## config.mk

```make
export PLATFORM = sky130hd
export DESIGN_NAME = read_fifo
export DESIGN_NICKNAME = d
export VERILOG_FILES = /design/src/rtl/read_fifo.sv
export SDC_FILE = /design/constraint.sdc
export NUM_CORES = 1
export LEC_CHECK = 0
export ABC_CLOCK_PERIOD_IN_PS = 4200
export CORE_UTILIZATION = 44
export DETAILED_ROUTE_END_ITERATION = 6
export GPL_ROUTABILITY_DRIVEN = 0
export GPL_TIMING_DRIVEN = 0
export PLACE_DENSITY_LB_ADDON = 0.3
export SYNTH_ARGS = -nofsm -noshare
export SYNTH_HDL_FRONTEND = slang
export SYNTH_SLANG_ARGS = --single-unit
```

## constraint.sdc

```tcl
create_clock -name clk -period 4.2 [get_ports clk]
set_input_delay 0.63 -clock clk [delete_from_list [all_inputs] [get_ports clk]]
set_output_delay 0.63 -clock clk [all_outputs]
set_load 0.005 [all_outputs]
```

## src/rtl/read_fifo.sv

```systemverilog
// read_fifo: ping-pong frame reader draining two sample FIFOs alternately into a framed stream
module read_fifo #(
  parameter int DATA_W    = 16,
  parameter int FRAME_LEN = 1000,
  parameter int CNT_W     = 10
) (
  input  logic              clk,
  input  logic              rst_n,
  input  logic              rdfull_1,
  input  logic              rdfull_2,
  input  logic              rdempty_1,
  input  logic              rdempty_2,
  input  logic [DATA_W-1:0] q_1,
  input  logic [DATA_W-1:0] q_2,
  input  logic              proc_ready,
  output logic              rdreq_1,
  output logic              rdreq_2,
  output logic [DATA_W-1:0] data_out,
  output logic              data_valid,
  output logic              frame_start,
  output logic              frame_end,
  output logic              frame_sel,
  output logic              frame_err
);
  typedef enum logic [1:0] {IDLE, READ, FLUSH} state_t;
  localparam logic [CNT_W-1:0] LAST = CNT_W'(FRAME_LEN - 1);
  state_t state_q, state_d;
  logic sel_q, sel_d, nsel_q, nsel_d, fl_q, fl_d, err_q, err_d;
  logic [CNT_W-1:0] cnt_q, cnt_d;
  logic v1_q, first1_q, last1_q, src1_q;
  logic dv_q, fs_q, fe_q;
  logic [DATA_W-1:0] dout_q;
  logic empty_x, full_x, rd, last_rd;
  always_comb begin
    empty_x = sel_q ? rdempty_2 : rdempty_1;
    full_x  = nsel_q ? rdfull_2 : rdfull_1;
    rd      = state_q == READ && proc_ready && !empty_x && int'(cnt_q) < FRAME_LEN;
    last_rd = rd && cnt_q == LAST;
    state_d = state_q;
    sel_d   = sel_q;
    nsel_d  = nsel_q;
    cnt_d   = cnt_q;
    fl_d    = fl_q;
    err_d   = 1'b0;
    case (state_q)
      IDLE: if (full_x) begin
        state_d = READ;
        sel_d   = nsel_q;
      end
      READ: begin
        cnt_d = rd ? cnt_q + 1'b1 : cnt_q;
        if (last_rd) state_d = FLUSH;
        else if (empty_x && cnt_q != '0) begin
          // underrun: abandon the frame, its tail never gets a frame_end
          err_d   = 1'b1;
          state_d = FLUSH;
        end
      end
      FLUSH: begin
        fl_d = !fl_q;
        if (fl_q) begin
          state_d = IDLE;
          cnt_d   = '0;
          nsel_d  = !sel_q;
        end
      end
      default: state_d = IDLE;
    endcase
  end
  always_ff @(posedge clk or negedge rst_n)
    if (!rst_n) begin
      state_q  <= IDLE;
      sel_q    <= 1'b0;
      nsel_q   <= 1'b0;
      fl_q     <= 1'b0;
      cnt_q    <= '0;
      err_q    <= 1'b0;
      v1_q     <= 1'b0;
      first1_q <= 1'b0;
      last1_q  <= 1'b0;
      src1_q   <= 1'b0;
      dv_q     <= 1'b0;
      fs_q     <= 1'b0;
      fe_q     <= 1'b0;
      dout_q   <= '0;
    end else begin
      state_q  <= state_d;
      sel_q    <= sel_d;
      nsel_q   <= nsel_d;
      fl_q     <= fl_d;
      cnt_q    <= cnt_d;
      err_q    <= err_d;
      v1_q     <= rd;
      first1_q <= cnt_q == '0;
      last1_q  <= last_rd;
      src1_q   <= sel_q;
      dv_q     <= v1_q;
      fs_q     <= v1_q && first1_q;
      fe_q     <= v1_q && last1_q;
      if (v1_q) dout_q <= src1_q ? q_2 : q_1;
    end
  assign rdreq_1     = rd && !sel_q;
  assign rdreq_2     = rd && sel_q;
  assign data_out    = dout_q;
  assign data_valid  = dv_q;
  assign frame_start = fs_q;
  assign frame_end   = fe_q;
  assign frame_sel   = sel_q;
  assign frame_err   = err_q;
endmodule

```

[After elaboration in Yosys (flattened, before gate mapping)]
Index checks and enable logic that the tools add are counted.
Word-level totals
  register bits after elaboration: 39
  input bits: 39
  output and inout bits: 23
Cells by class
  $add $sub $neg: 1
  magnitude comparators: 1
  eq/ne operators: 7
  mux-type cells: 14
  reductions and logical operators: 20
Operators by type and width (count)
  10-bit 2-to-1 mux: 2
  10-bit case mux with 2 select lines: 1
  16-bit 2-to-1 mux: 1
  10-bit by 1-bit adder with 10-bit output (second input constant): 1
  10-bit equality test (second input constant): 1
  10-bit zero test: 1
  10-bit < comparator (second input constant): 1
  10-bit nonzero test: 1
  1-bit logical AND: 9
  2-bit 2-to-1 mux: 4
  2-bit != test (second input constant): 3
  2-bit case mux with 3 select lines: 1
  3-bit AND reduction: 2
  1-bit 2-to-1 mux: 5
  2-bit AND reduction: 2
  1-bit zero test: 3
  3-bit by 2-bit != test with 1-bit output (second input constant): 1
  2-bit by 1-bit equality test with 1-bit output (second input constant): 1
  2-bit equality test (second input constant): 1
  2-bit zero test: 1
  2-bit nonzero test: 1

[Depth between registers and ports, before layout]
  depth in word-level cells: 7
  gate-level depth with buffers: 6
  depth with buffers taken out: 6

[Least setup slack after synthesis]
Ideal clock, no wire load.
  kind: input -> output
  start: input port rdempty_1
  end: output port rdreq_1
  arrival: 1257 ps
  data required time: 3570 ps
  path slack: 2313 ps
  stages: 4
  buffers on the path: 1
  cell sequence: mux2i_4 o311ai_1 buf_2 nor2_1
Between the ends
  cells in the longest elaborated chain, start to end: 5
Ends and longest elaborated chain
  start: declaration: line 11  | input logic rdempty_1,
  1-bit 2-to-1 mux: line 35  | empty_x = sel_q ? rdempty_2 : rdempty_1;
  1-bit zero test: line 37  | rd = state_q == READ && proc_ready && !empty_x && int'(cnt_q) < FRAME_LEN;
  1-bit logical AND (2 in series): line 37
  1-bit logical AND: line 102  | assign rdreq_1 = rd && !sel_q;
  end: declaration: line 16  | output logic rdreq_1,
Every way passes these cells.

[Final worst setup path]
  start: input port proc_ready
  end: output port rdreq_1
Between the ends
  cells in the longest elaborated chain, start to end: 4
Ends and longest elaborated chain
  start: declaration: line 15  | input logic proc_ready,
  1-bit logical AND (3 in series): line 37
  1-bit logical AND: line 102
Every way passes these cells.

==> results.sh <==
export IMPL_routedWlPerCell_microns=14.31
export IMPL_power_leakage_nw=1.053
export IMPL_cts_buffers=5
export IMPL_fillers=304
export IMPL_synth_top_cells_by_count="dfrtp_1, a21oi_1, nor2_1"
export IMPL_syn_area_sq_um=1777
export IMPL_dpl_hpwl_microns=3042
export IMPL_fin_ws_ns=1.257
export IMPL_clockRootBuffer="clkbuf_8"
export IMPL_cts_tree="yes"
export IMPL_die_x_microns=65.55
export IMPL_rows=22
export IMPL_drive_above_1_share_pct=5.882
export IMPL_viasPerCell=5.245
export IMPL_tightest_slew_ns=0.8255
export IMPL_clkLatencyLatePin_ns=0.29
export IMPL_vdd_ir_drop_max_mv=0.3481
export IMPL_async_reset_ff_share_pct=100.0
export IMPL_largest_reg_flops=16
export IMPL_nets=278
export IMPL_crit_path_max_fanout=10
export IMPL_finalInstanceArea_sq_um=2546
export IMPL_setup_viol=0
export IMPL_route_detailed_drc=0
export IMPL_synth_top_family_by_area="simple AND/OR/NAND/NOR gates"
export IMPL_synth_fa_ha_area_share_pct=1.408
export IMPL_synth_most_common_cell="dfrtp_1"
export IMPL_via_count=1500
export IMPL_syn_nets=210
export IMPL_fp_dieH_microns=65.55
export IMPL_ctsResizeCount=0
export IMPL_n_antenna_cell=0
export IMPL_synthSimpleGateAreaFrac_pct=15.21
export IMPL_area_delta_synth_final_pct=43.31
export IMPL_synth_edf_count=0
export IMPL_period_needed_ns=2.943
export IMPL_ys_flop_type="dfrtp_1"
export IMPL_synth_cell_types=31
export IMPL_tns_ns=0
export IMPL_initial_core_util_pct=47.11
export IMPL_post_cts_buffers=0
export IMPL_dp_slack_ns=1.266
export IMPL_synth_xor_area_share_pct=0.4930
export IMPL_clock_skew_ns=0.006123
export IMPL_initialDrtViolationCount=82
export IMPL_cts_hold_buf=0
export IMPL_power_w=0.001432
export IMPL_drt_total_wl_microns=4092
export IMPL_grt_max_degree=40
export IMPL_final_instance_count_excl_fill=286
export IMPL_min_path_type="flop to flop"
export IMPL_cp_endpoint="rdreq_1"
export IMPL_grt_antenna_before_repair=0
export IMPL_synth_compound_area_share_pct=14.23
export IMPL_ys_seq_elements=39
export IMPL_outcome="complete, no violations"
export IMPL_placedInstanceArea_sq_um=2442
export IMPL_avgSynthCellArea_sq_um=10.51
export IMPL_finalCritPeriodShare_pct=70.06
export IMPL_clockBufferDepth=2
export IMPL_reg2reg_to="cnt_q[8]"
export IMPL_r2r_start="frame_sel"
export IMPL_grt_pass1_vias=1474
export IMPL_yosys_warnings=0
export IMPL_gr_usage_all_layers_pct=21.51
export IMPL_grt_pass1_wl_microns=6920
export IMPL_yosysTopAreaCell="dfrtp_1"
export IMPL_power_density_nw_per_um2=562.6
export IMPL_cp_start_kind="primary input"
export IMPL_dieArea_sq_um=4296
export IMPL_postSynthCellCount=169
export IMPL_crit_start="proc_ready"
export IMPL_fmax_mhz=339.8
export IMPL_ant_nets=0
export IMPL_port_buffers=61
export IMPL_overflow=0
export IMPL_clk_pin_slew_ns=0.07
export IMPL_rsz0062_at_grt="no"
export IMPL_crit_type="primary input to primary output"
export IMPL_end_kind="primary output"
export IMPL_maxCapViolCount=0
export IMPL_yosys_mux_area_fraction_pct=10.85
export IMPL_htree_num_levels=2
export IMPL_io_pins=62
export IMPL_core_sq_um=3771
export IMPL_ys_seq_area_share_pct=54.93
export IMPL_rrSetupSlack_ns=2.26
export IMPL_synth_area_top_cells="dfrtp_1, mux2i_1, a21oi_1"
export IMPL_timing_slew_headroom_pct=44.97
export IMPL_cp_required_ns=3.57
export IMPL_slew_violations=0
export IMPL_synth_top_area_share_pct=54.93
export IMPL_ff2ff_path_depth=4
export IMPL_numClockSinks=39
export IMPL_dr_pass1_iters=4
export IMPL_dp_cells=278
export IMPL_final_hold_violation_count=0
export IMPL_crit_arrival_ns=2.31
==> worst min path at each step <==
stage	cells past startpoint	to	slack [ns]	startpoint
CTS	0	data_valid	0.39	v1_q
global route	0	data_valid	0.40	v1_q
detailed placement	0	data_valid	0.37	v1_q
floorplan	0	cnt_q[0]	0.33	rst_n
global placement	0	data_valid	0.36	v1_q
finish	0	data_valid	0.38	v1_q
==> metal layers <==
layer	wire length [microns]	GRT usage (%)	part of all wire (%)	up-vias
li1	-	-	-	738
met1	1820	28.76	44	716
met2	2035	34.54	50	40
met3	184	4.340	4.5	6
met4	51	7.609	1.2	0
met5	0	0	0	-
==> report_power, final <==
part | total [W] | internal (W) | switching (W)
Sequential | 0.000596 | 0.000501 | 0.0000950
Combinational | 0.000561 | 0.000313 | 0.000249
Clock | 0.000275 | 0.000149 | 0.000126
==> area by class of cell <==
class / count / area (sq um) / area share (%)
repair buffers: 61 / 605.6 / 23.78
clock buffers: 7 / 96.34 / 3.784
multi-input cells: 117 / 749.5 / 29.43
flip-flops and latches: 39 / 975.9 / 38.33
plain buffers: 7 / 28.78 / 1.130
inverters: 6 / 22.52 / 0.8845
clock inverters: 1 / 7.507 / 0.2948
well taps: 48 / 60.06 / 2.359
==> cells by family after synthesis <==
group / Yosys count
flops: 39
fa+ha+maj: 2
buf+inv: 13
compound gates: 42
mux: 18
simple gates: 54
xor+xnor: 1
==> stage by stage <==
| stage | hold slack (ns) | util (%) |
|---|---|---|
| CTS | 0.3902 | 67.52 |
| finish | 0.3840 | 67.52 |
| global route | 0.4034 | 67.52 |
| floorplan | 0.3344 | - |
| detailed placement | 0.3741 | 64.76 |
| global placement | 0.3573 | 64.90 |
==> layout by cell type, fill, tap and decap left out <==
master,instances
clkbuf_8,7
nand4_2,1
clkbuf_1,5
and3b_1,1
o21ai_0,1
ha_1,2
o22a_2,1
nor2_1,21
a21o_1,1
and2_1,3
mux2i_4,1
a21oi_1,23
and3_1,4
or4_1,3
mux2i_1,17
nand2_1,7
nand3_1,7
xnor2_1,1
dfrtp_1,39
clkdlybuf4s50_1,60
o21a_1,2
nand4_1,1
or3_1,1
o211ai_1,3
o21ai_1,2
nand2b_1,1
inv_1,6
nor3_1,3
o311ai_1,1
o22ai_1,1
o31ai_1,7
clkinvlp_4,1
buf_2,3
nor4b_1,1
==> critical path, stage by stage <==
cell	delay, ns
clkdlybuf4s50_1	0.45
and3b_1	0.24
o311ai_1	0.17
buf_2	0.22
nor2_1	0.10
clkdlybuf4s50_1	0.51
(Power assumes the default switching activity.)
